File: src/rtl/axis_pld_fifo.sv
// First-word-fall-through FIFO for packed AXIS payload words; optional store-and-forward by packet.
// Write-to-output latency is one cycle. in_ready drops only when full, with no write-through.
module axis_pld_fifo #(
  parameter int WIDTH_TDATA = 32,
  parameter int WIDTH_TUSER = 0,
  parameter int WIDTH_TID   = 0,
  parameter int WIDTH_TKEEP = 0,
  parameter int DEPTH       = 16,
  parameter int PACKET_MODE = 0,
  localparam int PAYLOAD_WIDTH = WIDTH_TDATA + 1 + WIDTH_TUSER + WIDTH_TID + WIDTH_TKEEP,
  localparam int LAST_BIT      = WIDTH_TUSER + WIDTH_TID + WIDTH_TKEEP,
  localparam int AW            = $clog2(DEPTH)
) (
  input  logic                     aclk,
  input  logic                     aresetn,
  input  logic [PAYLOAD_WIDTH-1:0] in_payload,
  input  logic                     in_valid,
  output logic                     in_ready,
  output logic [PAYLOAD_WIDTH-1:0] out_payload,
  output logic                     out_valid,
  input  logic                     out_ready,
  output logic [AW:0]              level,
  output logic [AW:0]              pkt_count
);

  localparam logic [AW:0] FULL_LVL = (AW+1)'(DEPTH);

  logic [PAYLOAD_WIDTH-1:0] mem_q [DEPTH];
  logic [AW-1:0]            wr_ptr_q, wr_ptr_d;
  logic [AW-1:0]            rd_ptr_q, rd_ptr_d;
  logic [AW:0]              level_q, level_d;
  logic [AW:0]              pkt_q, pkt_d;
  logic                     drain_q, drain_d;
  logic                     rst_done_q;
  logic                     wr_en, rd_en, in_last, out_last;

  assign in_ready    = rst_done_q && (level_q != FULL_LVL);
  assign out_payload = mem_q[rd_ptr_q];
  assign wr_en       = in_valid && in_ready;
  assign rd_en       = out_valid && out_ready;
  assign in_last     = in_payload[LAST_BIT];
  assign out_last    = out_payload[LAST_BIT];
  assign level       = level_q;
  assign pkt_count   = pkt_q;

  generate
    if (PACKET_MODE != 0) begin : g_pkt
      // A full FIFO with no tail stored can never complete a packet, so it is released and drained.
      assign out_valid = (level_q != '0) &&
                         ((pkt_q != '0) || drain_q || (level_q == FULL_LVL));
    end else begin : g_plain
      assign out_valid = (level_q != '0);
    end
  endgenerate

  always_comb begin
    wr_ptr_d = wr_ptr_q;
    rd_ptr_d = rd_ptr_q;
    level_d  = level_q;
    pkt_d    = pkt_q;
    drain_d  = drain_q;
    if (wr_en) wr_ptr_d = wr_ptr_q + AW'(1);
    if (rd_en) rd_ptr_d = rd_ptr_q + AW'(1);
    case ({wr_en, rd_en})
      2'b10:   level_d = level_q + (AW+1)'(1);
      2'b01:   level_d = level_q - (AW+1)'(1);
      default: level_d = level_q;
    endcase
    case ({wr_en && in_last, rd_en && out_last})
      2'b10:   pkt_d = pkt_q + (AW+1)'(1);
      2'b01:   pkt_d = pkt_q - (AW+1)'(1);
      default: pkt_d = pkt_q;
    endcase
    if (rd_en) begin
      if (out_last)          drain_d = 1'b0;
      else if (pkt_q == '0)  drain_d = 1'b1;
    end
  end

  always_ff @(posedge aclk or negedge aresetn) begin
    if (!aresetn) begin
      wr_ptr_q   <= '0;
      rd_ptr_q   <= '0;
      level_q    <= '0;
      pkt_q      <= '0;
      drain_q    <= 1'b0;
      rst_done_q <= 1'b0;
    end else begin
      wr_ptr_q   <= wr_ptr_d;
      rd_ptr_q   <= rd_ptr_d;
      level_q    <= level_d;
      pkt_q      <= pkt_d;
      drain_q    <= drain_d;
      rst_done_q <= 1'b1;
    end
  end

  always_ff @(posedge aclk) begin
    if (wr_en) mem_q[wr_ptr_q] <= in_payload;
  end

endmodule

File: config.mk
export PLATFORM = sky130hd
export DESIGN_NAME = axis_pld_fifo
export DESIGN_NICKNAME = d
export VERILOG_FILES = /design/src/rtl/axis_pld_fifo.sv
export SDC_FILE = /design/constraint.sdc
export NUM_CORES = 1
export LEC_CHECK = 0
export ABC_AREA = 1
export CORE_MARGIN = 4
export CORE_UTILIZATION = 29
export CTS_BUF_LIST = sky130_fd_sc_hd__clkbuf_8 sky130_fd_sc_hd__clkbuf_16
export CTS_CLUSTER_SIZE = 10
export DETAILED_ROUTE_END_ITERATION = 16
export GPL_ROUTABILITY_DRIVEN = 0
export PLACE_DENSITY = 0.45
export SETUP_SLACK_MARGIN = 0.2
export SLEW_MARGIN = 20
export SYNTH_ARGS = -nofsm -noshare
export SYNTH_HDL_FRONTEND = slang
export SYNTH_SLANG_ARGS = --single-unit
export TNS_END_PERCENT = 100
File: constraint.sdc
create_clock -name aclk -period 3.8 [get_ports aclk]
set_input_delay 0.76 -clock aclk [delete_from_list [all_inputs] [get_ports aclk]]
set_output_delay 0.76 -clock aclk [all_outputs]
set_load 0.005 [all_outputs]
==> flow_summary_export.csv, run 1 <==
group,metric,value,unit
clocking,cts.sinks,547,
cells_and_area,utilization,35.6,%
global_route,grt_pass1_vias,13800,
placed_design,dp_cells,2680,
sta,period_share,92.6,%
synthesis,yosysSeqAreaShare,74.3,%
synthesis,syn-num-nets,1747,
cells_and_area,fin_nets,1854,
sta,relSlewSlack,46.2,%
sta,final.setup_skew,0.0226,ns
synthesis,ys_ff_latch,547,
clocking,path_clk_slew,0.06,ns
cells_and_area,drive_above_1_share,9.42,%
sta,setup_viol_count_final,0,
floorplan,core,74800,µm²
clocking,cts-root-buf,"clkbuf_16",
drt,drc_errors,0,
setup_path,rr_startpoint,"rd_ptr_q[0]",
placed_design,dpl.hpwl,29300,µm
clocking,clock_path_buffers,3,
floorplan,row_count,100,
sta,hold_viol,0,
cells_and_area,syn_to_final_growth,21.1,%
global_route,antenna_found_initial,2,
setup_path,cpPeakStageDelay,0.54,ns
clocking,insertion_delay,0.61,ns
drt,drtIter0Drc,979,
global_route,grtUsageTotal,14.5,%
setup_path,reg2reg_slack,0.98,ns
sta,rsz0062_at_grt,"true",
clocking,cts_buffers,66,
synthesis,ys_types,25,
setup_path,path_cells,"bufbuf_16 > a21oi_1 > o21ai_0 > o211ai_1 > nand3_1 > nand2_1 > clkdlybuf4s50_1",
setup_path,r2r-end,"pkt_count[4]",
global_route,grt_max_degree,74,
drt,drt.antenna.violating_nets,0,
setup_path,crit_fanout,56,
setup_path,cp.required,3.04,ns
floorplan,die_area,80200,µm²
sta,tns,0,ns
job,cap_violations,0,
setup_path,crit_arrival,2.76,ns
outcome,status,"completed",
power,ir_drop,0.438,mV
synthesis,ys.warnings.count,0,
drt,dr_total_vias,13700,
drt,drt_first_pass_iters,5,
synthesis,synth_area,22000,µm²
power,powerDensity,768,nW/µm²
drt,wire_per_inst,22.1,µm
setup_path,worst-path-stages,7,
setup_path,crit_buf_inv,2,
synthesis,avgSynthCellArea,13.0,µm²
cells_and_area,stdcell_count,2795,
synthesis,synth_top_cell_area_share,72.2,%
setup_path,slowest_stage,"dfrtp_4",
setup_path,worstSetupStartpointType,"register",
synthesis,netlist_instances,1695,
floorplan,dieHeight,283,µm
synthesis,synthTopCellsByArea,"edfxtp_1, o21ai_0, nor2_1",
drt,via_per_inst,4.90,
placed_design,place_ws,0.526,ns
sta,worstMarginPinSlew,0.807,ns
sta,period_minus_slack,3.52,ns
setup_path,crit_family,"buffers and inverters",
worst_hold_path,hold_path_class,"in -> async",
clocking,tritoncts,"done",
sta,fmax,284,MHz
clocking,htreeDepth,3,
floorplan,die_x,283,µm
setup_path,critical_path_class,"reg -> out",
power,design_power_total,20400,µW
sta,slew_violations,0,
global_route,gr-total-overflow,0,
floorplan,io_pins,82,
floorplan,initial_core_util,29.4,%
setup_path,end_kind,"output pin",
placed_design,portBuffers,81,
global_route,grt_pass1_wl,88900,µm
drt,routed_wl,61900,µm
power,p_leak,0.00894,µW
sta,setup_ws,0.280,ns
synthesis,yosys.area.top_type,"edfxtp_1",
setup_path,reg2regPathDepth,17,
[cell families after synthesis]
kind of cell,share of synthesized area (%)
other,0.0171
adder cells (fa/ha/maj),0.922
AND/OR/NAND/NOR,8.34
buffers and inverters,4.01
XOR/XNOR,0.518
flip-flops,74.3
AO/OA/AOI/OAI,11.9
[final cells by class]
type | count | area [µm²]
Sequential cell | 547 | 16300
Timing Repair inverter | 1 | 8.76
Timing Repair Buffer | 147 | 1900
Tap cell | 969 | 1210
Fill cell | 7197 | 48200
Clock buffer | 69 | 1720
Antenna cell | 1 | 2.50
Clock inverter | 22 | 131
Multi-Input combinational cell | 945 | 4890
Inverter | 94 | 394
[per-stage QoR]
stage / area (µm²) / hold WS, ns
floorplan: 22000 / 0.464
finish: 26600 / 0.122
CTS: 26300 / 0.522
global placement: 24200 / 0.515
global route: 26600 / 0.126
detailed placement: 24200 / 0.511
[timing repair]
item	CTS	global route
pin swaps	0	4
setup endpoints to repair	32	33
gates cloned	6	9
hold buffers	0	0
gates resized for setup	18	21
buffers inserted	1	7
[power by group]
part	total, µW	leakage, µW	switching (µW)	internal (µW)
clock network	5540	0.000953	2340	3210
registers	7230	0.00498	201	7030
logic	7660	0.00300	4700	2950
[cell usage after synthesis]
master and count:
edfxtp_1 528, nor2_1 279, o21ai_0 262, o211ai_1 128, nand2_1 95, inv_1 91, nand3_1 82, a21oi_1 66
clkbuf_1 56, buf_2 23, dfrtp_1 19, buf_4 18, ha_1 13, xor2_1 9, clkbuf_2 7, xnor2_1 4
buf_1 3, buf_6 2, fa_1 2, inv_2 2, nand4_1 2, clkinv_1 1, conb_1 1, o21ai_1 1
or2_2 1
[worst max path at each step]
stage	slack [ns]	from	endpoint
final	0.28	rd_ptr_q[0]	out_payload[31]
after global routing	0.15	rd_ptr_q[0]	out_payload[27]
after CTS	0.18	rd_ptr_q[0]	out_payload[31]
after detailed placement	0.53	in_valid	mem_q[15][12]
after global placement	0.54	in_valid	mem_q[15][12]
after floorplan	0.80	in_valid	mem_q[0][0]
[sequential cells by signal, indices dropped and copies added (netlist names)]
signal	count
level	5
pkt_count	5
mem_q	528
wr_ptr_q	4
rst_done_q	1
rd_ptr_q	4
[layer usage]
| layer | track usage, % | vias up | wire length [µm] |
|---|---|---|---|
| met4 | 4.13 | 0 | 1290 |
| li1 | - | 6380 | - |
| met2 | 24.3 | 299 | 29900 |
| met3 | 2.60 | 101 | 2650 |
| met1 | 19.4 | 6911 | 28000 |
| met5 | 0 | - | 0 |
[layout by cell type (no fill, tap or decap), types with 2 or more instances in the layout]
master	n
nand3_1	81
buf_4	26
xnor2_1	4
buf_16	11
clkinv_8	4
edfxtp_1	528
buf_12	15
nand4_1	2
inv_6	3
nand2_1	93
buf_6	4
clkdlybuf4s50_1	79
ha_1	13
dfrtp_4	2
o21ai_1	2
nor2_1	263
a21oi_1	65
dfrtp_2	2
clkinv_1	3
clkbuf_16	76
nor2_4	16
dfrtp_1	15
nand2_2	2
o211ai_1	128
inv_1	103
xor2_1	9
o21ai_0	261
fa_1	2
No activity file was read; power rests on OpenSTA's default activity.
==> run 2: changes to the inputs <==
--- a/config.mk
+++ b/config.mk
@@ -6,12 +6,14 @@
 export NUM_CORES = 1
 export LEC_CHECK = 0
 export ABC_AREA = 1
+export CAP_MARGIN = 20
 export CORE_MARGIN = 4
 export CORE_UTILIZATION = 29
 export CTS_BUF_LIST = sky130_fd_sc_hd__clkbuf_8 sky130_fd_sc_hd__clkbuf_16
 export CTS_CLUSTER_SIZE = 10
 export DETAILED_ROUTE_END_ITERATION = 16
 export GPL_ROUTABILITY_DRIVEN = 0
+export GPL_TIMING_DRIVEN = 0
 export PLACE_DENSITY = 0.45
 export SETUP_SLACK_MARGIN = 0.2
 export SLEW_MARGIN = 20
==> flow_summary_export.csv, run 2 (synthesized netlist as in run 1, its figures left out) <==
group,metric,value,unit
setup_path,crit_family,"buffers and inverters",
clocking,cts_hold_buf,0,
setup_path,worstSetupStartpointType,"register",
sta,period_minus_slack,3.56,ns
drt,drtIter0Drc,1183,
sta,period_share,93.6,%
power,ir_drop,0.497,mV
drt,drt.antenna.violating_nets,0,
placed_design,dpl.hpwl,44400,µm
drt,drc_errors,0,
sta,rsz0062_at_grt,"true",
setup_path,crit_arrival,2.80,ns
floorplan,dieHeight,283,µm
clocking,tritoncts,"done",
clocking,clock_path_buffers,3,
cells_and_area,regMostFlops,"mem_q",
floorplan,io_pins,82,
setup_path,critical_path_class,"reg -> out",
clocking,path_clk_slew,0.06,ns
placed_design,place_ws,0.170,ns
sta,fmax,281,MHz
sta,hold_viol,0,
sta,setup_viol_count_final,0,
setup_path,cpPeakStageDelay,0.53,ns
global_route,grtUsageTotal,16.3,%
sta,holdWs,0.122,ns
drt,via_per_inst,4.87,
setup_path,crit_buf_inv,4,
drt,routed_wl,66500,µm
cells_and_area,fin_nets,1920,
drt,dr_total_vias,13900,
clocking,htreeDepth,2,
sta,setup_ws,0.245,ns
cells_and_area,final_cell_mix,"edfxtp_1, nor2_1, o21ai_0",
global_route,grt_pass1_wl,96400,µm
sta,relSlewSlack,48.4,%
clocking,cts_buffers,61,
setup_path,cp.required,3.04,ns
global_route,grt_pass1_vias,14000,
floorplan,die_x,283,µm
floorplan,die_area,80200,µm²
clocking,cts.sinks,547,
sta,final.setup_skew,0.0119,ns
placed_design,dpl-instance-area,24700,µm²
sta,worstMarginPinSlew,0.774,ns
drt,drt_first_pass_iters,5,
setup_path,slowest_stage,"clkdlybuf4s50_1",
clocking,insertion_delay,0.62,ns
floorplan,core,74800,µm²
floorplan,initial_core_util,29.4,%
cells_and_area,syn_to_final_growth,22.2,%
setup_path,crit_fanout,10,
outcome,status,"completed",
global_route,grt_max_degree,20,
worst_hold_path,hold_path_class,"in -> async",
power,powerDensity,765,nW/µm²
drt,wire_per_inst,23.3,µm
power,p_leak,0.00913,µW
global_route,antenna_found_initial,2,
job,cap_violations,0,
cells_and_area,final_cell_area,26800,µm²
setup_path,end_kind,"output pin",
global_route,gr-total-overflow,0,
floorplan,row_count,100,
cells_and_area,drive_above_1_share,12.5,%
setup_path,path_cells,"buf_12 > buf_8 > buf_4 > nor2_1 > o211ai_1 > nand3_1 > nand2_2 > clkdlybuf4s50_1",
clocking,cts-root-buf,"clkbuf_16",
placed_design,portBuffers,81,
cells_and_area,largest_reg_flops,528,
cells_and_area,nFillCells,7202,
cells_and_area,final_common_cell,"edfxtp_1",
sta,slew_violations,0,
==> run 2: final timing paths <==
check	from	to	slack [ns]	cells past startpoint
max	rd_ptr_q[0]	out_payload[1]	0.24	8
min	aresetn	level[0]	0.12	1
max reg2reg	rd_ptr_q[0]	pkt_count[4]	0.93	18
min reg2reg	wr_ptr_q[3]	wr_ptr_q[3]	0.51	1
max in group asynchronous	aresetn	rd_ptr_q[0]	3.29	1
min in group aclk	wr_ptr_q[3]	wr_ptr_q[3]	0.51	1
==> run 2: metrics by stage <==
stage | total power (µW) | setup TNS, ns | instances | utilization (%)
after global placement | 14900 | -821.12 | 2745 | 32.1
after global routing | 21700 | 0 | 2856 | 35.9
after detailed placement | 15100 | 0 | 2769 | 33.0
after CTS | 20600 | 0 | 2853 | 35.6
after floorplan | 11200 | 0 | 1695 | -
final | 20500 | 0 | 2857 | 35.9
==> run 2: cell type report <==
class | count | area (µm²) | share of cell area [%]
well taps | 969 | 1210 | 4.52
flip-flops and latches | 547 | 16300 | 60.8
clock inverters | 17 | 70.1 | 0.261
repair buffers | 111 | 1460 | 5.43
diodes | 1 | 2.50 | 0.00932
clock buffers | 65 | 1600 | 5.98
multi-input cells | 945 | 4920 | 18.3
inverters | 94 | 357 | 1.33
plain buffers | 108 | 886 | 3.30
==> run 2: per-layer routing <==
metal  up-vias  wire, µm  GRT usage [%]
li1       6510         -              -
met1      6947     29100           21.6
met2       368     32600           27.8
met3        79      3500           2.50
met4         0      1330           4.58
met5         -         0              0
==> run 2: power by group <==
part	total (µW)	leakage, µW	internal, µW	switching [µW]
Sequential	7170	0.00499	7020	156
Clock	5160	0.000875	2940	2220
Combinational	8190	0.00327	3020	5180
==> run 2: what timing repair did <==
| action | CTS | global route |
|---|---|---|
| pin swaps | 4 | 20 |
| gates cloned | 0 | 1 |
| setup endpoints to repair | 33 | 32 |
| setup buffers | 2 | 3 |
| resized for setup | 125 | 64 |
==> run 2: worst reg2reg max path, stage by stage (launching register included) <==
cell       delay (ns)
dfrtp_2          0.47
inv_2            0.13
buf_12           0.16
clkbuf_16        0.17
buf_4            0.13
nand2_1          0.05
nand2_1          0.05
nand2_1          0.04
nand3_1          0.07
nand3_1          0.14
a21oi_1          0.16
ha_1             0.32
ha_1             0.33
nand2_1          0.11
nand2_1          0.06
a21oi_1          0.15
xor2_1           0.16
nand2_1          0.06
nand2_1          0.05
==> run 3: changes to the inputs <==
==> constraint.sdc (replaced) <==
create_clock -name aclk -period 4.3 [get_ports aclk]
set_input_delay 0.86 -clock aclk [delete_from_list [all_inputs] [get_ports aclk]]
set_output_delay 0.86 -clock aclk [all_outputs]
set_load 0.005 [all_outputs]
==> flow_summary_export.csv, run 3 (synthesized netlist as in run 1, its figures left out) <==
group,metric,value,unit
outcome,status,"completed",
sta,setup_viol_count_final,0,
floorplan,initial_core_util,29.4,%
sta,slew_violations,0,
clocking,cts_setup_buffers,0,
placed_design,portBuffers,81,
global_route,grt_pass1_wl,96200,µm
power,powerDensity,669,nW/µm²
cells_and_area,regMostFlops,"mem_q",
drt,drtIter0Drc,1114,
cells_and_area,final_common_cell,"edfxtp_1",
placed_design,dpl.hpwl,44400,µm
cells_and_area,final_cell_area,26400,µm²
drt,via_per_inst,4.87,
clocking,cts_buffers,61,
power,clkPwrFrac,25.8,%
setup_path,rr_startpoint,"rd_ptr_q[1]",
clocking,htreeDepth,2,
sta,fmax,251,MHz
cells_and_area,largest_reg_flops,528,
power,power.internal,11100,µW
setup_path,cp-startpoint,"rd_ptr_q[2]",
setup_path,critical_path_class,"reg -> out",
setup_path,reg2reg_slack,1.19,ns
global_route,antenna_found_initial,2,
cells_and_area,multi_input_area,4880,µm²
sta,setup_ws,0.313,ns
clocking,tritoncts,"done",
power,power_switching,6590,µW
power,swShare,37.3,%
worst_hold_path,hold_path_class,"in -> async",
global_route,grtUsageTotal,16.3,%
drt,drc_errors,0,
global_route,grt_pass1_vias,14000,
floorplan,die_x,283,µm
sta,hold_viol,0,
setup_path,worstSetupStartpointType,"register",
clocking,path_clk_slew,0.06,ns
cells_and_area,drive_above_1_share,9.83,%
sta,relSlewSlack,36.3,%
drt,drt.antenna.violating_nets,0,
setup_path,reg2regPathDepth,16,
drt,drt_first_pass_iters,5,
drt,wire_per_inst,23.3,µm
sta,period_minus_slack,3.99,ns
power,p_leak,0.00889,µW
clocking,cts-root-buf,"clkbuf_16",
sta,worstMarginPinSlew,0.955,ns
job,cap_violations,0,
setup_path,end_kind,"output pin",
clocking,insertion_delay,0.62,ns
setup_path,cp.required,3.44,ns
clocking,cts.sinks,547,
placed_design,place_ws,0.570,ns
cells_and_area,syn_to_final_growth,20.2,%
cells_and_area,fin_nets,1915,
floorplan,dieHeight,283,µm
power,pwr-share-seq,35.8,%
power,p_comb_share,38.3,%
clocking,clock_path_buffers,3,
cells_and_area,nFillCells,7231,
cells_and_area,regArea,16300,µm²
global_route,gr-total-overflow,0,
drt,routed_wl,66400,µm
setup_path,crit_fanout,10,
sta,final.setup_skew,0.0141,ns
placed_design,dpl-instance-area,24700,µm²
setup_path,crit_arrival,3.13,ns
sta,period_share,92.7,%
floorplan,row_count,100,
floorplan,io_pins,82,
global_route,grt_max_degree,20,
cells_and_area,final_cell_mix,"edfxtp_1, nor2_1, o21ai_0",
floorplan,die_area,80200,µm²
sta,holdWs,0.223,ns
sta,rsz0062_at_grt,"false",
drt,dr_total_vias,13900,
floorplan,core,74800,µm²
power,design_power_total,17700,µW
power,ir_drop,0.347,mV
-- run 3: critical path, cell delays in order (launching register included) --
cell and delay, ns:
dfrtp_1 0.34, clkbuf_1 0.36, inv_1 0.15, buf_2 0.27, clkbuf_2 0.33, o211ai_1 0.23
nand3_1 0.15, nand2_1 0.16, clkdlybuf4s50_1 0.52
-- run 3: per-layer routing --
layer | share of wire [%] | routed length (µm) | vias up | GRT usage, %
met5 | 0 | 0 | - | 0
met4 | 2.4 | 1570 | 0 | 4.63
met3 | 5.6 | 3750 | 85 | 2.51
met2 | 49 | 32300 | 373 | 27.7
met1 | 43 | 28800 | 6926 | 21.6
li1 | - | - | 6492 | -
-- run 3: final cells by class --
cell class	instances	share of cell area, %
Tap cell	969	4.59
Multi-Input combinational cell	945	18.5
Buffer	109	2.14
Antenna cell	1	0.00947
Clock buffer	65	6.07
Clock inverter	17	0.265
Inverter	94	1.34
Sequential cell	547	61.8
Timing Repair Buffer	105	5.27
-- run 3: path summary, 6_finish.rpt --
check | end
worst max-delay path | out_payload[31]
worst min-delay path | level[0]
worst max register to register | pkt_count[4]
worst min register to register | wr_ptr_q[3]
max in group asynchronous | wr_ptr_q[3]
min in group aclk | wr_ptr_q[3]
-- run 3: timing repair --
action / in CTS / in global routing
gates resized for setup: 11 / 30
setup endpoints to repair: 32 / 21
gates cloned: 0 / 0
hold buffers: 0 / 0
-- run 3: power groups by stage --
stage	Clock (µW)	Combinational [µW]	Sequential [µW]
2_1_floorplan	0	3500	6430
3_3_place_gp	0	6670	6470
3_5_place_dp	0	6870	6440
4_1_cts	4680	6900	6330
5_1_grt	4890	7470	6360
6_report	4560	6780	6330
-- run 3: stage by stage --
| stage | std cells | setup TNS [ns] | util [%] |
|---|---|---|---|
| finish | 2852 | 0 | 35.3 |
| global route | 2851 | 0 | 35.3 |
| CTS | 2851 | 0 | 35.3 |
| detailed placement | 2769 | 0 | 33.0 |
| global placement | 2745 | -609.92 | 32.1 |
| floorplan | 1695 | 0 | - |
